===== src/rtl/riscv_obi_stall_sched_if.sv =====
// OBI request/grant/response signals between the core-side memory model and the stall scheduler.
// A request is accepted in any cycle where req && gnt; valid_stall is meaningful only in that cycle; rvalid is a one-cycle pulse per retired response.
interface riscv_obi_stall_sched_if #(
    parameter int DELAY_WL = 4
) ();
    logic                req;
    logic                gnt;
    logic                rvalid;
    logic [DELAY_WL-1:0] valid_stall;

    modport master (
        output req,
        output rvalid,
        input  gnt,
        input  valid_stall
    );

    modport slave (
        input  req,
        input  rvalid,
        output gnt,
        output valid_stall
    );
endinterface


===== src/rtl/riscv_obi_stall_sched.sv =====
// Grant/response stall scheduler: delays gnt per request, picks an rvalid delay,
// and withholds gnt while the response FIFO has no free slot.
module riscv_obi_stall_sched #(
    parameter logic [15:0] LFSR_SEED       = 16'hACE1,
    parameter int          OUTSTANDING_MAX = 8,
    parameter int          DELAY_WL        = 4
) (
    input  logic                               clk_i,
    input  logic                               rst_i,
    riscv_obi_stall_sched_if.slave             bus,
    input  logic                               en_stall_i,
    input  logic [31:0]                        stall_mode_i,
    input  logic [31:0]                        max_stall_i,
    output logic [$clog2(OUTSTANDING_MAX):0]   outstanding_o,
    output logic                               full_o,
    output logic                               err_o,
    output logic                               state_o
);
    localparam int                  OW   = $clog2(OUTSTANDING_MAX) + 1;
    localparam logic [DELAY_WL-1:0] DMAX = '1;
    localparam logic [OW-1:0]       OMAX = OW'(OUTSTANDING_MAX);
    localparam logic [15:0]         SEED = (LFSR_SEED == 16'h0000) ? 16'h0001 : LFSR_SEED;

    typedef enum logic {
        IDLE = 1'b0,
        WAIT = 1'b1
    } state_t;

    state_t              r_state;
    state_t              w_next_state;
    logic [DELAY_WL-1:0] r_cnt;
    logic [DELAY_WL-1:0] w_next_cnt;
    logic [15:0]         r_lfsr;
    logic [OW-1:0]       r_outstanding;
    logic                r_err;

    logic [DELAY_WL-1:0] w_cap;
    logic [DELAY_WL-1:0] w_rnd_g;
    logic [DELAY_WL-1:0] w_rnd_v;
    logic [DELAY_WL-1:0] w_gd;
    logic [DELAY_WL-1:0] w_vd;
    logic                w_fixed;
    logic                w_random;
    logic                w_gnt;
    logic                w_inc;
    logic                w_fb;

    assign w_cap    = (max_stall_i > 32'(DMAX)) ? DMAX : max_stall_i[DELAY_WL-1:0];
    assign w_fixed  = en_stall_i && (stall_mode_i == 32'd1);
    assign w_random = en_stall_i && (stall_mode_i == 32'd2);
    assign w_rnd_g  = r_lfsr[2*DELAY_WL-1:DELAY_WL];
    assign w_rnd_v  = r_lfsr[DELAY_WL-1:0];
    assign w_fb     = r_lfsr[15] ^ r_lfsr[13] ^ r_lfsr[12] ^ r_lfsr[10];

    always_comb begin
        w_gd = '0;
        w_vd = '0;
        if (w_fixed) begin
            w_gd = w_cap;
            w_vd = w_cap;
        end else if (w_random) begin
            w_gd = (w_rnd_g > w_cap) ? w_cap : w_rnd_g;
            w_vd = (w_rnd_v > w_cap) ? w_cap : w_rnd_v;
        end
    end

    always_ff @(posedge clk_i) begin
        if (rst_i) begin
            r_lfsr <= SEED;
        end else if (en_stall_i) begin
            r_lfsr <= {r_lfsr[14:0], w_fb};
        end
    end

    // A full FIFO parks the FSM in WAIT with cnt=0 until a slot frees up.
    always_comb begin
        w_next_state = r_state;
        w_next_cnt   = r_cnt;
        w_gnt        = 1'b0;
        case (r_state)
            IDLE: begin
                if (bus.req) begin
                    if (w_gd != '0) begin
                        w_next_cnt   = w_gd - DELAY_WL'(1);
                        w_next_state = WAIT;
                    end else if (!full_o) begin
                        w_gnt = 1'b1;
                    end else begin
                        w_next_cnt   = '0;
                        w_next_state = WAIT;
                    end
                end
            end
            WAIT: begin
                if (!bus.req) begin
                    w_next_cnt   = '0;
                    w_next_state = IDLE;
                end else if (r_cnt != '0) begin
                    w_next_cnt = r_cnt - DELAY_WL'(1);
                end else if (!full_o) begin
                    w_gnt        = 1'b1;
                    w_next_state = IDLE;
                end
            end
            default: begin
                w_next_cnt   = '0;
                w_next_state = IDLE;
            end
        endcase
        if (rst_i) begin
            w_gnt = 1'b0;
        end
    end

    always_ff @(posedge clk_i) begin
        if (rst_i) begin
            r_state <= IDLE;
            r_cnt   <= '0;
        end else begin
            r_state <= w_next_state;
            r_cnt   <= w_next_cnt;
        end
    end

    assign w_inc = bus.req && w_gnt;

    always_ff @(posedge clk_i) begin
        if (rst_i) begin
            r_outstanding <= '0;
            r_err         <= 1'b0;
        end else begin
            if (w_inc && !bus.rvalid) begin
                r_outstanding <= r_outstanding + OW'(1);
            end else if (!w_inc && bus.rvalid && (r_outstanding != '0)) begin
                r_outstanding <= r_outstanding - OW'(1);
            end
            if (bus.rvalid && (r_outstanding == '0)) begin
                r_err <= 1'b1;
            end
        end
    end

    assign bus.gnt         = w_gnt;
    assign bus.valid_stall = w_gnt ? w_vd : '0;
    assign outstanding_o   = r_outstanding;
    assign full_o          = (r_outstanding == OMAX);
    assign err_o           = r_err;
    assign state_o         = r_state;
endmodule


===== src/flat_wrapper.sv =====
// flat-port wrapper written by rule: the top's interface ports become plain ports
module riscv_obi_stall_sched_flat 
#(
    parameter logic [15:0] LFSR_SEED       = 16'hACE1,
    parameter int          OUTSTANDING_MAX = 8,
    parameter int          DELAY_WL        = 4
)
  (clk_i, rst_i, en_stall_i, stall_mode_i, max_stall_i, outstanding_o, full_o, err_o, state_o, bus_req, bus_rvalid, bus_gnt, bus_valid_stall);
  riscv_obi_stall_sched_if #(.DELAY_WL(DELAY_WL)) bus_i ();
  input  logic clk_i;
  input  logic rst_i;
  input  logic en_stall_i;
  input  logic [31:0] stall_mode_i;
  input  logic [31:0] max_stall_i;
  output logic [$clog2(OUTSTANDING_MAX):0] outstanding_o;
  output logic full_o;
  output logic err_o;
  output logic state_o;
  input wire logic [$bits(bus_i.req)-1:0] bus_req;
  input wire logic [$bits(bus_i.rvalid)-1:0] bus_rvalid;
  output wire logic [$bits(bus_i.gnt)-1:0] bus_gnt;
  output wire logic [$bits(bus_i.valid_stall)-1:0] bus_valid_stall;
  assign bus_i.req = bus_req;
  assign bus_i.rvalid = bus_rvalid;
  assign bus_gnt = bus_i.gnt;
  assign bus_valid_stall = bus_i.valid_stall;
  riscv_obi_stall_sched #(.LFSR_SEED(LFSR_SEED), .OUTSTANDING_MAX(OUTSTANDING_MAX), .DELAY_WL(DELAY_WL)) u_core (.clk_i(clk_i), .rst_i(rst_i), .bus(bus_i), .en_stall_i(en_stall_i), .stall_mode_i(stall_mode_i), .max_stall_i(max_stall_i), .outstanding_o(outstanding_o), .full_o(full_o), .err_o(err_o), .state_o(state_o));
endmodule

===== config.mk =====
export PLATFORM = sky130hd
export DESIGN_NAME = riscv_obi_stall_sched_flat
export DESIGN_NICKNAME = d
export VERILOG_FILES = /design/src/rtl/riscv_obi_stall_sched_if.sv /design/src/rtl/riscv_obi_stall_sched.sv /design/src/flat_wrapper.sv
export SDC_FILE = /design/constraint.sdc
export NUM_CORES = 1
export LEC_CHECK = 0
export ABC_AREA = 1
export BUFFER_PORTS_ARGS = -buffer_cell sky130_fd_sc_hd__buf_2
export CAP_MARGIN = 40
export CORE_MARGIN = 5
export CORE_UTILIZATION = 50
export CTS_BUF_LIST = sky130_fd_sc_hd__clkbuf_8
export DETAILED_ROUTE_END_ITERATION = 12
export GPL_ROUTABILITY_DRIVEN = 0
export HOLD_SLACK_MARGIN = 0.05
export PLACE_DENSITY = 0.88
export SLEW_MARGIN = 20
export SYNTH_ARGS = -nofsm -noshare
export SYNTH_HDL_FRONTEND = slang
export SYNTH_SLANG_ARGS = --single-unit

===== constraint.sdc =====
create_clock -name clk_i -period 6.6 [get_ports clk_i]
set_clock_uncertainty 0.2 [all_clocks]
set_input_delay 0.66 -clock clk_i [delete_from_list [all_inputs] [get_ports clk_i]]
set_output_delay 0.66 -clock clk_i [all_outputs]
set_load 0.01 [all_outputs]

# ---- Yosys cells after proc, flatten, opt, wreduce, memory -nomap -nowiden
# Index checks and enable logic that the tools add are counted.
dict set report op_classes {
  n_bitwise 4
  n_mux 29
  n_reduce_logical 15
  div 0
  multipliers 0
  n_eq_ne 6
  n_lt_le_gt_ge 3
  n_shift 0
  add_sub_neg 4
}
# cell n
set op_table {}
lappend op_table {{$mux 4} 15}
lappend op_table {{$eq 32x1->1 const B} 1}
lappend op_table {{$eq 32x2->1 const B} 1}
lappend op_table {{$gt 32x4->1 const B} 1}
lappend op_table {{$reduce_bool 4->1} 3}
lappend op_table {{$sub 4x1->4 const B} 3}
lappend op_table {{$mux 1} 11}
lappend op_table {{$gt 4x4->1} 2}
lappend op_table {{$pmux 4 s2} 1}
lappend op_table {{$logic_and 1x1->1} 7}
lappend op_table {{$add 4x1->4 const B} 1}
lappend op_table {{$eq 4x4->1 const B} 1}
lappend op_table {{$logic_not 4->1} 1}
lappend op_table {{$pmux 1 s2} 2}
lappend op_table {{$ne 3x2->1 const B} 1}
lappend op_table {{$ne 3x3->1 const B} 1}
lappend op_table {{$reduce_and 3->1} 1}
lappend op_table {{$xor 1x1->1} 3}
lappend op_table {{$logic_not 1->1} 2}
lappend op_table {{$ne 2x2->1 const B} 1}
lappend op_table {{$reduce_bool 2->1} 1}
lappend op_table {{$not 1->1} 1}
dict set report word_totals {
  inputBits 69
  reg_bits 26
  output_inout_bits 12
  mem_bits_rw 0
  mem_bits_ro 0
  n_memories 0
  latchBits 0
}

# ---- Depth between registers and ports, before layout
# Gate-level depths: netlist of run 1.
dict set report depth {
  depth_word 17
  ltp_mapped 29
  depth_no_buf 29
}

# ---- Worst setup path before layout of run 1
# Ideal clock, no wire load.
dict set report synth_path {
  path_kind {input to output}
  start {in max_stall_i[9]}
  end {out bus_valid_stall[0]}
  setup_slack_ps 2821
  arrival_ps 2919
  stages 21
  required_ps 5740
  n_path_buf 0
  path_cell_list {nor2_1 > nand2_1 > nor2_2 > nand2_2 > nor2_4 > nand2_1 > inv_1 > ha_1 > nand2_1 > nor2_1 > nand3b_1 > nand2_2 > nand2_2 > nand2_1 > nand3_2 > nand2_4 > o21ai_4 > nand3_2 > inv_2 > nand2_1 > a211oi_1}
}
dict set report synth_via {
  elab_chain_cells 12
  elab_cells_between_ends 16
  cone_classes {order compare: 3; mux: 12; reduce/logical: 1}
}
# element line_no
set synth_rtl {}
lappend synth_rtl {{from (decl)} flat_wrapper.sv:14} ;# input logic [31:0] max_stall_i;
lappend synth_rtl {{$gt 32x4->1 *} riscv_obi_stall_sched.sv:48} ;# assign w_cap = (max_stall_i > 32'(DMAX)) ? DMAX : max_stall_i[DELAY_WL-1:0];
lappend synth_rtl {{$mux 4 *} riscv_obi_stall_sched.sv:48}
lappend synth_rtl {{$gt 4x4->1} riscv_obi_stall_sched.sv:62} ;# w_gd = (w_rnd_g > w_cap) ? w_cap : w_rnd_g;
lappend synth_rtl {{$mux 4} riscv_obi_stall_sched.sv:62}
lappend synth_rtl {{$mux 4} riscv_obi_stall_sched.sv:61} ;# end else if (w_random) begin
lappend synth_rtl {{$mux 4 *} riscv_obi_stall_sched.sv:58} ;# if (w_fixed) begin
lappend synth_rtl {{$reduce_bool 4->1 *} riscv_obi_stall_sched.sv:83} ;# if (w_gd != '0) begin
lappend synth_rtl {{$mux 1 *} riscv_obi_stall_sched.sv:83}
lappend synth_rtl {{$mux 1 *} riscv_obi_stall_sched.sv:82} ;# if (bus.req) begin
lappend synth_rtl {{$pmux 1 s2 *} riscv_obi_stall_sched.sv:80} ;# case (r_state)
lappend synth_rtl {{$mux 1 *} riscv_obi_stall_sched.sv:110} ;# if (rst_i) begin
lappend synth_rtl {{named net bus_gnt} flat_wrapper.sv:21} ;# output wire logic [$bits(bus_i.gnt)-1:0] bus_gnt;
lappend synth_rtl {{$mux 4 *} riscv_obi_stall_sched.sv:144} ;# assign bus.valid_stall = w_gnt ? w_vd : '0;
lappend synth_rtl {{to (decl)} flat_wrapper.sv:22} ;# output wire logic [$bits(bus_i.valid_stall)-1:0] bus_valid_stall;
# The timed path passes the listed nets; every way through them passes the cells marked *.

# ---- Final worst setup path of run 1
dict set report layout_path {
  start {in max_stall_i[11]}
  end {out bus_valid_stall[0]}
}
dict set report layout_via {
  elab_chain_cells 12
  elab_cells_between_ends 16
  cone_classes {order compare: 3; mux: 12; reduce/logical: 1}
}
# element line_no
set layout_rtl {}
lappend layout_rtl {{$gt 32x4->1 *} riscv_obi_stall_sched.sv:48}
lappend layout_rtl {{$mux 4 *} riscv_obi_stall_sched.sv:48}
lappend layout_rtl {{$gt 4x4->1} riscv_obi_stall_sched.sv:62}
lappend layout_rtl {{$mux 4} riscv_obi_stall_sched.sv:62}
lappend layout_rtl {{$mux 4} riscv_obi_stall_sched.sv:61}
lappend layout_rtl {{$mux 4} riscv_obi_stall_sched.sv:58}
lappend layout_rtl {{$reduce_bool 4->1} riscv_obi_stall_sched.sv:83}
lappend layout_rtl {{$mux 1} riscv_obi_stall_sched.sv:83}
lappend layout_rtl {{$mux 1} riscv_obi_stall_sched.sv:82}
lappend layout_rtl {{$pmux 1 s2} riscv_obi_stall_sched.sv:80}
lappend layout_rtl {{$mux 1} riscv_obi_stall_sched.sv:110}
lappend layout_rtl {{$mux 4 *} riscv_obi_stall_sched.sv:144}
# Mark *: on every way between the ends. The rest lies on a longest branch, timed or not.

==> impl_metrics.tcl, run 1 <==
set metrics [dict create \
    synthFlopType "dfxtp_1" \
    grt_pass1_wl_um 8780 \
    cts.clk_slew.worst_paths_ns 0.09 \
    cp_num_buf_inv 4 \
    ys_warn_count 0 \
    clk_latency_ns 0.27 \
    dr.pass1.iters 4 \
    cts_tree "done" \
    path_class "primary input to primary output" \
    ant_nets 0 \
    rsz0062_at_grt "no" \
    path_cells "buf_2 -> nor2_1 -> nand2_1 -> nor2_2 -> nand2_2 -> nor2_4 -> nand2_1 -> inv_1 -> ha_1 -> nand2_1 -> nor2_1 -> nand3b_1 -> nand2_2 -> nand3_1 -> nand3_2 -> nand2_4 -> o21ai_4 -> nand3_2 -> inv_2 -> nand2_1 -> a211oi_1 -> buf_2" \
    vias_per_cell 5.12 \
    start_util_pct 52.2 \
    fmax_mhz 232 \
    slew_headroom_pct 67.5 \
    p_per_area_mw_per_mm2 201 \
    drtIter0Drc 91 \
    status "complete, no violations" \
    hold_buffers 0 \
    cts_root_buffer "clkbuf_8" \
    r2r-start "u_core.r_lfsr[7]" \
    min_path_type "flop to flop" \
    vdd_ir_drop_max_v 0.000138 \
    ys_seq_area_share_pct 26.8 \
    clockBufferDepth 2 \
    dpl_worst_slack_ns 2.29 \
    htree_levels 1 \
    antenna_found_initial 0 \
    fin_crit_sh_pct 65.3 \
    worstMarginPinSlew_ns 0.487 \
    drive_above_1_share_pct 28.9 \
    yosysTopAreaCell "dfxtp_1" \
    grt_pass1_vias 2110 \
    yosysTopAreaCellShare_pct 26.8 \
    synth_edf_count 0 \
    cts_resized 0 \
    min_to "u_core.err_o" \
    n_antenna_cell 0 \
    post-route-drc-count 0 \
    hold_viol 0 \
    p_seq_share_pct 39.6 \
    cp_common_cell "nand2_1" \
    area_growth_syn_to_layout_pct 26.4 \
    n_fill_cell 336 \
    syn_nets 375 \
    setup_violations 0 \
    die_w_um 72.3 \
    r2r_slack_ns 3.33 \
    critPathLaunchType "primary input" \
    die_area_sq_mm 0.00523 \
    track_usage_pct 20.5 \
    async_reset_ff_share_pct 0 \
    synth_cells 298 \
    grt_max_degree 24 \
    crit_arrival_ns 3.45 \
    p_sw_share_pct 33.3 \
    p_switching_mw 0.164 \
    holdPathStages 2 \
    rr_endpoint "u_core.outstanding_o[3]" \
    io_pins 81 \
    fin_cells 425 \
    ys_top_cells_by_area "dfxtp_1, nand2_1, nor2_1, inv_1, o21ai_0" \
    dpl_cell_area_sq_mm 0.00238 \
    crit_slowest_cell "a211oi_1" \
    rows 22 \
    crit_path_end_kind "primary output" \
    multiInputGateArea_sq_mm 0.00125 \
    r2r_cells 20 \
    p_leak_nw 1.24 \
    cp_top_family "simple AND/OR/NAND/NOR gates" \
    p_int_mw 0.329 \
    fin_crit_ns 4.31 \
    required_ns 5.74 \
    seq_area_sq_um 520 \
    critical_path.max_stage_delay_ns 0.28 \
    via_count 2178 \
    dp_cells 421 \
    clkPwrFrac_pct 26.9 \
    cts_made_buffers 3 \
    wl_um 5200 \
    fin_nets 455 \
    grt_overflow 0 \
    tns_ns 0 \
    min_from "u_core.err_o" \
    wire_per_inst_um 12.2 \
    io_buffers 80 \
    ys_types 36 \
    ys_seq_elements 26 \
    stdcell_area_sq_mm 0.00245 \
    dp_hpwl_um 4210 \
    cts.sinks 26 \
    drv_slew 0 \
    synth_area_sq_mm 0.00194 \
    avgSynthCellArea_sq_um 6.51 \
    cp_max_fo 7 \
    p_comb_share_pct 33.5 \
    fin_ws_ns 2.29 \
    post_cts_buffers 0 \
    die_h_um 72.3 \
    coreArea_sq_mm 0.00372 \
    maxCapViolCount 0 \
]
==> routing by layer <==
metal | global-route usage, % | vias to the layer above | wire length, um | part of all wire (%)
met2 | 38.3 | 54 | 2720 | 52
met4 | 5.01 | 0 | 70 | 1.3
met5 | 0 | - | 0 | 0
li1 | - | 1141 | - | -
met3 | 2.91 | 8 | 209 | 4.0
met1 | 24.3 | 975 | 2200 | 42
==> final cells by class <==
| cell class | count | share of cell area (%) |
|---|---|---|
| Sequential cell | 26 | 21.2 |
| Tap cell | 48 | 2.45 |
| Timing Repair Buffer | 80 | 16.3 |
| Clock buffer | 3 | 1.68 |
| Clock inverter | 1 | 1.22 |
| Multi-Input combinational cell | 228 | 51.1 |
| Inverter | 39 | 5.97 |
==> synthesized netlist by cell type (5+ instances only) <==
cell type / n
clkbuf_1: 5
ha_1: 7
a21oi_1: 17
xnor2_1: 5
nand3_2: 6
nand3_1: 17
inv_1: 36
nor2_1: 45
nor4_1: 6
dfxtp_1: 26
nor3_1: 8
o21ai_0: 21
nand2_1: 58
nand2_2: 5
==> per-stage QoR <==
step | power, mW | util, % | hold WS [ns]
final | 0.493 | 66.0 | 0.267
after global routing | 0.530 | 66.0 | 0.292
after detailed placement | 0.363 | 64.1 | 0.252
after CTS | 0.496 | 66.0 | 0.266
after floorplan | 0.309 | - | 0.230
after global placement | 0.356 | 64.1 | 0.235
==> worst max-delay path by stage <==
stage          slack [ns]       startpoint                       to  depth (start not counted)
2_1_floorplan        2.82   max_stall_i[9]       bus_valid_stall[0]                         21
3_3_place_gp         2.48  max_stall_i[11]       bus_valid_stall[0]                         23
3_5_place_dp         2.29  max_stall_i[11]  u_core.outstanding_o[3]                         29
4_1_cts              2.34  max_stall_i[11]       bus_valid_stall[0]                         23
5_1_grt              2.03  max_stall_i[11]       bus_valid_stall[0]                         24
6_report             2.29  max_stall_i[11]       bus_valid_stall[0]                         22
==> cells in the final DEF, fill, tap and decap left out <==
master	Yosys	routed
a211oi_1	3	3
a211oi_2	1	1
a21oi_1	17	17
a221o_1	1	1
a31oi_1	1	1
and2_1	3	3
buf_2	0	80
bufinv_16	0	1
clkbuf_8	0	3
dfxtp_1	26	26
fa_1	1	1
ha_1	7	7
inv_1	36	36
inv_2	3	3
nand2_1	58	58
nand2_2	5	5
nand2_4	2	2
nand3_1	17	17
nand3_2	6	6
nand3b_1	1	1
nand4_1	4	4
nand4_4	1	1
nor2_1	45	45
nor2_2	3	3
nor2_4	1	1
nor3_1	8	8
nor4_1	6	6
nor4_2	1	1
o211ai_1	1	1
o21ai_0	21	21
o21ai_1	2	2
o21ai_4	1	1
o21bai_1	1	1
o22ai_1	1	1
o22ai_2	1	1
or2_1	1	1
xnor2_1	5	5
xor2_1	2	2
==> power by group through the flow <==
| stage | combinational, mW | clock (mW) | sequential, mW |
|---|---|---|---|
| after floorplan | 0.110 | 0 | 0.199 |
| after global placement | 0.158 | 0 | 0.198 |
| after detailed placement | 0.165 | 0 | 0.198 |
| after CTS | 0.167 | 0.134 | 0.195 |
| after global routing | 0.191 | 0.140 | 0.199 |
| final | 0.165 | 0.133 | 0.195 |
==> tightest hold or removal path, stage by stage (launching register included) <==
cell and delay [ns]:
dfxtp_1 0.32, inv_1 0.05, a21oi_1 0.05
==> sequential cells by signal, summed over array words and instances (netlist names) <==
signal / flops
u_core.r_cnt: 4
u_core.err_o: 1
u_core.state_o: 1
u_core.r_lfsr: 16
u_core.outstanding_o: 4
==> kinds of logic after synthesis <==
family	share of synthesized area, %
flops	26.8
buf+inv	8.51
simple gates	40.4
fa+ha+maj	5.54
xor+xnor	3.16
compound gates	15.5
Power figures use the tool's default switching activity.
==> inputs of run 2 (changes only) <==
--- a/config.mk
+++ b/config.mk
@@ -5,7 +5,7 @@
 export SDC_FILE = /design/constraint.sdc
 export NUM_CORES = 1
 export LEC_CHECK = 0
-export ABC_AREA = 1
+export ABC_AREA = 0
 export BUFFER_PORTS_ARGS = -buffer_cell sky130_fd_sc_hd__buf_2
 export CAP_MARGIN = 40
 export CORE_MARGIN = 5
@@ -14,7 +14,7 @@
 export DETAILED_ROUTE_END_ITERATION = 12
 export GPL_ROUTABILITY_DRIVEN = 0
 export HOLD_SLACK_MARGIN = 0.05
-export PLACE_DENSITY = 0.88
+export PLACE_DENSITY = 0.86
 export SLEW_MARGIN = 20
 export SYNTH_ARGS = -nofsm -noshare
 export SYNTH_HDL_FRONTEND = slang
==> constraint.sdc (replaced) <==
create_clock -name clk_i -period 4.2 [get_ports clk_i]
set_clock_uncertainty 0.2 [all_clocks]
set_input_delay 0.42 -clock clk_i [delete_from_list [all_inputs] [get_ports clk_i]]
set_output_delay 0.42 -clock clk_i [all_outputs]
set_load 0.01 [all_outputs]
==> run 2 against run 1 <==
Compared with the run above: the run now ends with setup timing left; routed wire length is 33% higher; sequential share of layout area decreased by 4.1 points; critical path depth down 5; core utilization grew 9.1 points; critical path type is now primary input to flop; largest power group is now combinational logic.
==> impl_metrics.tcl, run 2 <==
set metrics [dict create \
    crit_arrival_ns 4.25 \
    avgSynthCellArea_sq_um 8.02 \
    path_class "primary input to flop" \
    die_area_sq_mm 0.00565 \
    cts_root_buffer "clkbuf_8" \
    start_util_pct 52.4 \
    dp_cells 410 \
    dpl_worst_slack_ns -0.276 \
    fmax_mhz 236 \
    grt_pass1_vias 2397 \
    synth_cells 265 \
    via_count 2567 \
    track_usage_pct 23.7 \
    critPathLaunchType "primary input" \
    io_buffers 80 \
    drtIter0Drc 293 \
    grt_pass1_wl_um 10600 \
    rows 23 \
    post-route-drc-count 0 \
    ys_seq_area_share_pct 24.5 \
    stdcell_area_sq_mm 0.00305 \
    drive_above_1_share_pct 42.6 \
    die_w_um 75.2 \
    cp_max_fo 3 \
    ys_top_cells_by_count "nor2_1, dfxtp_1, nand2_1, mux2i_1, a21oi_1" \
    min_path_type "primary input to flop" \
    fin_cells 423 \
    io_pins 81 \
    synth_area_sq_mm 0.00212 \
    worstMarginPinSlew_ns 0.714 \
    ys_warn_count 0 \
    clk_latency_ns 0.27 \
    slew_headroom_pct 51.7 \
    fin_ws_ns -0.0363 \
    cts.sinks 26 \
    grt_max_degree 21 \
    r2r_slack_ns 0.87 \
    syn_nets 342 \
    area_growth_syn_to_layout_pct 43.5 \
    p_per_area_mw_per_mm2 298 \
    min_from "bus_rvalid" \
    drv_slew 0 \
    antenna_found_initial 0 \
    clockBufferDepth 2 \
    cts.clk_slew.worst_paths_ns 0.09 \
    final_common_cell "buf_2" \
    fin_nets 451 \
    crit_path_end_kind "flop" \
    ys_types 62 \
    vias_per_cell 6.07 \
    grt_overflow 0 \
    n_fill_cell 302 \
    htree_levels 1 \
    setup_violations 2 \
    synth_edf_count 0 \
    wire_per_inst_um 16.3 \
    status "complete, but fails checks" \
    synthFlopType "dfxtp_1" \
    yosysTopAreaCellShare_pct 24.5 \
    worst_hold_slack_ns 0.242 \
    rsz0062_at_grt "yes" \
    hold_viol 0 \
    yosysTopAreaCell "dfxtp_1" \
    ant_nets 0 \
    dp_hpwl_um 5160 \
    die_h_um 75.2 \
    n_antenna_cell 0 \
    fin_crit_ns 4.24 \
    ys_top_cells_by_area "dfxtp_1, mux2i_1, nor2_1, nand2_1, ha_1" \
    ys_seq_elements 26 \
    vdd_ir_drop_max_v 0.000296 \
    final_cell_mix "buf_2, buf_4, nor2_1, dfxtp_1, nand2_1" \
    synth.most_common_cell "nor2_1" \
    async_reset_ff_share_pct 0 \
    cts_made_buffers 3 \
    dr.pass1.iters 5 \
    p_leak_nw 1.39 \
    r2r-start "u_core.r_lfsr[4]" \
    maxCapViolCount 0 \
    cts_tree "done" \
    violations "setup timing" \
    wl_um 6900 \
    dpl_cell_area_sq_mm 0.00284 \
    required_ns 4.21 \
    fin_crit_sh_pct 101 \
    crit_start "max_stall_i[29]" \
    regMostFlops "u_core.r_lfsr" \
    largest_reg_flops 16 \
    coreArea_sq_mm 0.00406 \
    hold_buffers 0 \
]
[run 2: cell type report]
type | count | area [sq um] | area share [%]
multi-input combinational | 216 | 1660 | 54.6
timing repair buffer | 115 | 686 | 22.5
sequential | 26 | 520 | 17.1
tap | 50 | 62.6 | 2.05
inverter | 12 | 45.0 | 1.48
clock buffer | 3 | 41.3 | 1.35
clock inverter | 1 | 30.0 | 0.985
[run 2: stage by stage]
step	power, mW	util (%)	TNS (ns)
3_3_place_gp	0.641	70.0	-0.188
4_1_cts	0.879	73.4	-0.0245
5_1_grt	0.959	75.1	-0.581
6_report	0.907	75.1	-0.0535
3_5_place_dp	0.652	70.0	-0.384
2_1_floorplan	0.522	-	-0.412
[run 2: final timing paths]
kind / end / cells after the start
hold reg to reg: u_core.r_lfsr[11] / 2
hold / removal: u_core.err_o / 3
setup / recovery: u_core.outstanding_o[3] / 17
setup reg to reg: u_core.outstanding_o[3] / 14
[run 2: power by group]
part	total [mW]	switching, mW	internal (mW)
Combinational	0.370	0.179	0.191
Clock	0.208	0.0807	0.128
Sequential	0.330	0.0490	0.281
[run 2: logic make-up (layout without fill, tap and decap cells)]
group                    count (synthesis)  in the layout  share of synthesized area [%]
multiplexers                            18             18                           8.72
flip-flops                              26             26                           24.5
adder cells (fa/ha/maj)                 10             10                           6.01
buffers and inverters                   23            131                           4.12
AND/OR/NAND/NOR                        112            112                           28.2
AO/OA/AOI/OAI                           68             68                           25.2
XOR/XNOR                                 8              8                           3.30
[run 2: timing repair]
action / CTS / global route
setup endpoints to repair: 2 / 5
cloned: 0 / 0
gates resized for setup: 4 / 11
pin swaps: 9 / 10
buffers inserted: 6 / 4
[run 2: critical path, stage by stage]
cell	delay, ns
buf_6	0.09
or4_4	0.53
or4_4	0.56
or2_4	0.26
ha_4	0.26
nor2b_4	0.14
nand3_2	0.09
a22oi_2	0.24
a22oi_4	0.13
o21ai_4	0.23
o21ai_4	0.10
buf_4	0.17
ha_4	0.28
a21oi_2	0.06
buf_4	0.14
or4_4	0.41
nand4_1	0.11
[run 2: routing by layer]
layer / global-route usage (%) / up-vias / share of wire, %
met3: 4.27 / 25 / 9.3
li1: - / 1218 / -
met4: 8.74 / 0 / 2.5
met1: 30.9 / 1188 / 40
met5: 0 / - / 0
met2: 39.3 / 136 / 49
